[src/rtl/scorer_pkg.sv]
// Shared types and width helpers for the inference scorer.
// Holds the controller state encoding.
package scorer_pkg;

  typedef enum logic [2:0] {
    ST_IDLE,
    ST_SCAN,
    ST_COMPARE,
    ST_DIVIDE,
    ST_REPORT,
    ST_DONE
  } scorer_state_t;

  function automatic int width_of(input int n);
    return $clog2(n + 1);
  endfunction

endpackage

[src/rtl/seq_divider.sv]
// Restoring unsigned divider, one quotient bit per clock.
// done is high in the cycle whose closing edge writes the last bit.
module seq_divider
  import scorer_pkg::*;
#(
  parameter int div_w = 15
) (
  input  logic             clk,
  input  logic             rst,
  input  logic             start,
  input  logic [div_w-1:0] dividend,
  input  logic [div_w-1:0] divisor,
  output logic [div_w-1:0] quotient,
  output logic             done
);

  localparam int cw = $clog2(div_w + 1);

  logic [div_w-1:0] r_rem;
  logic [div_w-1:0] r_q;
  logic [div_w-1:0] r_dvs;
  logic [cw-1:0]    r_cnt;
  logic             r_busy;

  logic [div_w:0]   w_sh;
  logic [div_w:0]   w_diff;
  logic             w_ge;

  // Partial remainder stays below the divisor, so the borrow bit is the test.
  assign w_sh   = {r_rem, r_q[div_w-1]};
  assign w_diff = w_sh - {1'b0, r_dvs};
  assign w_ge   = ~w_diff[div_w];

  assign done     = r_busy && (r_cnt == cw'(div_w - 1));
  assign quotient = r_q;

  always_ff @(posedge clk or posedge rst) begin
    if (rst) begin
      r_rem  <= '0;
      r_q    <= '0;
      r_dvs  <= '0;
      r_cnt  <= '0;
      r_busy <= 1'b0;
    end else if (start) begin
      r_rem  <= '0;
      r_q    <= dividend;
      r_dvs  <= divisor;
      r_cnt  <= '0;
      r_busy <= 1'b1;
    end else if (r_busy) begin
      r_rem  <= w_ge ? w_diff[div_w-1:0] : w_sh[div_w-1:0];
      r_q    <= {r_q[div_w-2:0], w_ge};
      r_cnt  <= r_cnt + cw'(1);
      if (done) r_busy <= 1'b0;
    end
  end

endmodule

[src/rtl/inference_scorer.sv]
// Scores final-layer vectors: argmax scan, hit/total tally,
// serial percentage accuracy and run completion.
module inference_scorer
  import scorer_pkg::*;
#(
  parameter int  num_classes = 10,
  parameter int  datawidth   = 8,
  parameter int  max_inputs  = 200,
  localparam int cnt_w       = width_of(max_inputs),
  localparam int div_w       = width_of(max_inputs * 100)
) (
  input  logic                           clk,
  input  logic                           rst_overall,
  input  logic                           rst_vals,
  input  logic                           layer_valid,
  output logic                           layer_ready,
  input  logic [num_classes*datawidth-1:0] layer_out,
  input  logic [num_classes-1:0]         expected_output,
  output logic [num_classes-1:0]         obtained_output,
  output logic [8:0]                     accuracy,
  output logic [cnt_w-1:0]               count,
  output logic [cnt_w-1:0]               correct_count,
  output logic                           begin_next,
  output logic                           all_done
);

  localparam int iw = (num_classes > 1) ? $clog2(num_classes) : 1;

  scorer_state_t                   r_state;
  logic [iw-1:0]                   r_idx;
  logic [num_classes*datawidth-1:0] r_vec;
  logic [num_classes-1:0]          r_label;
  logic [datawidth-1:0]            r_max;
  logic [iw-1:0]                   r_best;
  logic [num_classes-1:0]          r_obt;
  logic [8:0]                      r_acc;
  logic [cnt_w-1:0]                r_count;
  logic [cnt_w-1:0]                r_correct;
  logic                            r_bnext;
  logic                            r_done;

  logic [datawidth-1:0]   w_elem;
  logic [num_classes-1:0] w_onehot;
  logic                   w_hit;
  logic [cnt_w-1:0]       w_cnt_nx;
  logic [cnt_w-1:0]       w_cor_nx;
  logic [div_w-1:0]       w_dividend;
  logic [div_w-1:0]       w_divisor;
  logic [div_w-1:0]       w_quot;
  logic                   w_start;
  logic                   w_div_done;

  always_comb begin
    w_elem   = '0;
    w_onehot = '0;
    for (int i = 0; i < num_classes; i++) begin
      if (r_idx == iw'(i))  w_elem      = r_vec[i*datawidth +: datawidth];
      if (r_best == iw'(i)) w_onehot[i] = 1'b1;
    end
  end

  // A malformed label never equals a one-hot, so it always scores a miss.
  assign w_hit      = (r_label == w_onehot);
  assign w_cnt_nx   = r_count + cnt_w'(1);
  assign w_cor_nx   = r_correct + cnt_w'(w_hit);
  assign w_dividend = div_w'(w_cor_nx) * div_w'(100);
  assign w_divisor  = div_w'(w_cnt_nx);
  assign w_start    = (r_state == ST_COMPARE) && !rst_vals;

  seq_divider #(
    .div_w(div_w)
  ) u_div (
    .clk      (clk),
    .rst      (rst_overall),
    .start    (w_start),
    .dividend (w_dividend),
    .divisor  (w_divisor),
    .quotient (w_quot),
    .done     (w_div_done)
  );

  always_ff @(posedge clk or posedge rst_overall) begin
    if (rst_overall) begin
      r_state   <= ST_IDLE;
      r_idx     <= '0;
      r_vec     <= '0;
      r_label   <= '0;
      r_max     <= '0;
      r_best    <= '0;
      r_obt     <= '0;
      r_acc     <= '0;
      r_count   <= '0;
      r_correct <= '0;
      r_bnext   <= 1'b0;
      r_done    <= 1'b0;
    end else begin
      r_bnext <= 1'b0;
      if (rst_vals) begin
        r_state   <= ST_IDLE;
        r_obt     <= '0;
        r_acc     <= '0;
        r_count   <= '0;
        r_correct <= '0;
        r_done    <= 1'b0;
      end else begin
        unique case (r_state)
          ST_IDLE: begin
            if (layer_valid) begin
              r_vec   <= layer_out;
              r_label <= expected_output;
              r_idx   <= '0;
              r_max   <= '0;
              r_best  <= '0;
              r_state <= ST_SCAN;
            end
          end
          ST_SCAN: begin
            // Strict compare keeps the lowest index on ties.
            if (w_elem > r_max) begin
              r_max  <= w_elem;
              r_best <= r_idx;
            end
            if (r_idx == iw'(num_classes - 1)) r_state <= ST_COMPARE;
            else r_idx <= r_idx + iw'(1);
          end
          ST_COMPARE: begin
            r_obt     <= w_onehot;
            r_count   <= w_cnt_nx;
            r_correct <= w_cor_nx;
            r_state   <= ST_DIVIDE;
          end
          ST_DIVIDE: begin
            if (w_div_done) r_state <= ST_REPORT;
          end
          ST_REPORT: begin
            r_acc   <= 9'(w_quot);
            r_bnext <= 1'b1;
            if (r_count == cnt_w'(max_inputs)) begin
              r_done  <= 1'b1;
              r_state <= ST_DONE;
            end else begin
              r_state <= ST_IDLE;
            end
          end
          ST_DONE: r_state <= ST_DONE;
          default: r_state <= ST_IDLE;
        endcase
      end
    end
  end

  assign layer_ready     = (r_state == ST_IDLE);
  assign obtained_output = r_obt;
  assign accuracy        = r_acc;
  assign count           = r_count;
  assign correct_count   = r_correct;
  assign begin_next      = r_bnext;
  assign all_done        = r_done;

endmodule
[config.mk]
export PLATFORM = sky130hd
export DESIGN_NAME = inference_scorer
export DESIGN_NICKNAME = d
export VERILOG_FILES = /design/src/rtl/scorer_pkg.sv /design/src/rtl/seq_divider.sv /design/src/rtl/inference_scorer.sv
export SDC_FILE = /design/constraint.sdc
export NUM_CORES = 1
export LEC_CHECK = 0
export ABC_AREA = 1
export BUFFER_PORTS_ARGS = -buffer_cell sky130_fd_sc_hd__clkbuf_2
export CAP_MARGIN = 30
export CORE_UTILIZATION = 55
export DETAILED_ROUTE_END_ITERATION = 8
export GPL_TIMING_DRIVEN = 1
export MAX_ROUTING_LAYER = met4
export PLACE_DENSITY = 0.75
export SYNTH_ARGS = -nofsm -noshare
export SYNTH_HDL_FRONTEND = slang
export SYNTH_HIERARCHICAL = 1
export SYNTH_SLANG_ARGS = --single-unit
[constraint.sdc]
create_clock -name clk -period 11.4 [get_ports clk]
set_input_delay 2.28 -clock clk [delete_from_list [all_inputs] [get_ports clk]]
set_output_delay 2.28 -clock clk [all_outputs]
set_load 0.01 [all_outputs]
==> flow_metrics.py <==
metrics = {
    "clocking": {
        "clk_pin_slew_worst_paths_ns": 0.07,
        "cts_num_sinks": 196,
        "post_cts_buffers": 0,
        "cts_resized": 0,
        "cts_buffer_depth": 2,
        "cts_tree": "built",
        "numCtsBuffers": 17,
        "cts.htree.levels": 4,
        "cts_hold_buf": 0,
        "clk_latency_ns": 0.43,
        "ctsRootBufferMaster": "clkbuf_16",
    },
    "drt": {
        "wl_per_cell_um": 13.4,
        "routed-via-count": 9568,
        "dr.pass1.iters": 6,
        "drt-total-wl_mm": 25.3,
        "antenna_left": 0,
        "viasPerCell": 5.06,
        "drc": 0,
        "drt_iter0_markers": 741,
    },
    "yosys": {
        "synthesis.area_um2": 11200,
        "synth-seq-cells": 196,
        "synth_xor_area_frac": 0.0226,
        "yosys.area.top_type": "dfrtp_1",
        "synth_fa_ha_area_frac": 0.0762,
        "ys_warn_count": 6,
        "synth_top_area_frac": 0.437,
        "ys_seq_area_frac": 0.437,
        "synth_top_family_by_area": "simple AND/OR/NAND/NOR gates",
        "synth_edf_count": 0,
        "synthFlopType": "dfrtp_1",
        "synth_area_leaders": "dfrtp_1 (44%), nand2_1 (19%), ha_1 (6.9%), inv_1 (6.7%), nand3_1 (5.3%)",
        "synth_compound_area_frac": 0.0719,
        "syn_inst": 1493,
        "syn_avg_cell_area_um2": 7.52,
        "synthArstFlopShare": 1.00,
        "synthSimpleGateAreaFrac": 0.298,
        "synth_cell_type_count": 49,
        "synthMuxAreaShare": 0,
    },
    "setup_path": {
        "crit_buf_inv": 3,
        "crit_path_start_kind": "register",
        "cp_common_cell": "nand2_1",
        "cp.arrival_ns": 5.43,
        "rrSetupSlack_ns": 6.29,
        "cp_max_fo": 6,
        "critPathMaxStageDelay_ns": 0.52,
        "crit_family": "adder cells",
        "cpMaxStageDelayCell": "fa_1",
        "setup.worst_path.end_class": "register",
        "critical_path_class": "register to register",
        "required_ns": 11.71,
    },
    "final_layout": {
        "drive_above_1_share": 0.134,
        "instances_no_fill": 1890,
        "final_common_cell": "nand2_1",
        "n_antenna_cell": 0,
        "final_nets": 1772,
        "syn2layout_area_growth_pct": 13.1,
        "mostFrequentLayoutCells": "nand2_1 (576), inv_1 (198), dfrtp_1 (196)",
    },
    "run": {
        "drv_cap": 0,
    },
    "global_routing": {
        "first_global_vias": 9320,
        "grt.total_usage": 0.258,
        "grt_pass1_wl_mm": 43.2,
        "antenna_found_initial": 0,
        "globalRouteOverflowTotal": 0,
        "grt_max_degree": 124,
    },
    "power_and_ir_drop": {
        "power_density_nw_per_um2": 266,
        "leakage_nw": 7.13,
        "ir_drop_mv": 0.122,
    },
    "timing": {
        "clock_skew_ns": 0.00660,
        "min_period_over_period": 0.449,
        "tightestPinTransition_ns": 0.946,
        "min_period_ns": 5.11,
        "fin_setup_tns_ns": 0,
        "rsz0062_at_grt": "false",
        "max_freq_mhz": 196,
        "final_max_slew_viol_count": 0,
        "hold_viol_final": 0,
        "finalWorstSetupSlack_ns": 6.29,
        "slew_headroom": 0.369,
        "setup_viol_count_final": 0,
    },
    "floorplanning": {
        "rows": 51,
        "die_area_um2": 21000,
        "dieWidth_um": 145,
        "io_pins": 132,
        "core_area_um2": 19700,
        "die_h_um": 145,
        "initial_core_util": 0.570,
    },
    "placed_design": {
        "dp.cells": 1857,
        "place.gp.congestion": 0.880,
        "dp_slack_ns": 6.36,
        "dpl.hpwl_mm": 18.2,
        "io_buffers": 131,
    },
    "status": {
        "status": "completed",
    },
    "min_path": {
        "hp-class": "register to register",
    },
}
[final timing paths]
path                                start                 end  cells after the start
max                             r_best[3]  u_div/quotient[14]                     27
min                        u_div/r_cnt[3]      u_div/r_cnt[3]                      1
max reg2reg                     r_best[3]  u_div/quotient[14]                     27
min reg2reg                u_div/r_cnt[3]      u_div/r_cnt[3]                      1
max in group asynchronous     rst_overall            r_vec[2]                      3
min in group asynchronous     rst_overall    correct_count[2]                      2
[area by class of cell]
type	instances	area, µm²
inverters	212	802
multi-input cells	1046	5300
repair buffers	139	736
clock buffers	18	439
well taps	265	332
flip-flops and latches	196	4900
clock inverters	14	186
fillers	1694	7020
[per-stage QoR]
| stage | utilization | instance area (µm²) | hold slack, ns | total power (W) |
|---|---|---|---|---|
| 3_3_place_gp | 0.611 | 12000 | 0.452 | 0.00268 |
| 2_1_floorplan | - | 11300 | 0.434 | 0.00238 |
| 4_1_cts | 0.643 | 12700 | 0.463 | 0.00339 |
| 5_1_grt | 0.644 | 12700 | 0.500 | 0.00370 |
| 3_5_place_dp | 0.611 | 12000 | 0.453 | 0.00273 |
| 6_report | 0.644 | 12700 | 0.465 | 0.00338 |
[kinds of logic (layout without fill, tap and decap cells)]
group | count (synthesis) | in the layout
xor+xnor | 29 | 29
fa+ha+maj | 66 | 66
flops | 196 | 196
buf+inv | 259 | 383
compound gates | 146 | 146
simple gates | 796 | 796
other cells | 1 | 9
[flip-flops by register name, summed over array words and instances, names as in the netlist, 9 cells and up]
name             cells
u_div/quotient      15
r_label             10
obtained_output     10
u_div/r_rem         15
r_vec               80
u_div/r_dvs         15
accuracy             9
[worst reg2reg max path: stages, from the launching register on]
cell     delay (ns)
dfrtp_1        0.43
nor2_1         0.27
nand3_1        0.18
a211o_1        0.32
nor4_1         0.24
ha_1           0.23
ha_1           0.18
nand3_1        0.11
xor2_1         0.18
inv_1          0.10
ha_1           0.30
ha_1           0.28
inv_1          0.05
fa_1           0.52
inv_1          0.04
ha_1           0.34
nand2_1        0.06
o21ai_0        0.26
nand2_1        0.10
nand2_1        0.08
nand2_1        0.05
nand2_1        0.08
nand2_1        0.05
nand2_1        0.05
a21oi_1        0.07
xor2_1         0.14
a22oi_1        0.18
o21ai_0        0.10
[power by group]
part           total (W)  internal (W)  switching (W)  leakage, nW
clock           0.000643      0.000360       0.000284        0.312
combinational    0.00164      0.000568        0.00107         4.29
sequential       0.00110      0.000956       0.000146         2.52
total            0.00338       0.00188        0.00150         7.13
[synthesized netlist by cell type, types with 4 or more instances]
| library cell | count |
|---|---|
| a21oi_1 | 25 |
| buf_2 | 11 |
| buf_4 | 7 |
| buf_6 | 6 |
| clkbuf_1 | 22 |
| dfrtp_1 | 196 |
| fa_1 | 4 |
| ha_1 | 62 |
| inv_1 | 200 |
| inv_2 | 11 |
| nand2_1 | 576 |
| nand2_2 | 10 |
| nand3_1 | 120 |
| nand3_2 | 8 |
| nand4_1 | 13 |
| nor2_1 | 41 |
| nor3_1 | 6 |
| o211ai_1 | 4 |
| o21ai_0 | 90 |
| o21ai_1 | 4 |
| o22ai_1 | 8 |
| xnor2_1 | 8 |
| xor2_1 | 21 |
[metal layers]
| layer | global-route usage | share of wire |
|---|---|---|
| met5 | - | 0 |
| met4 | 0.0835 | 0.018 |
| met1 | 0.334 | 0.46 |
| met3 | 0.0277 | 0.036 |
| met2 | 0.423 | 0.48 |
Note: power is estimated with default switching activity, not from simulation.
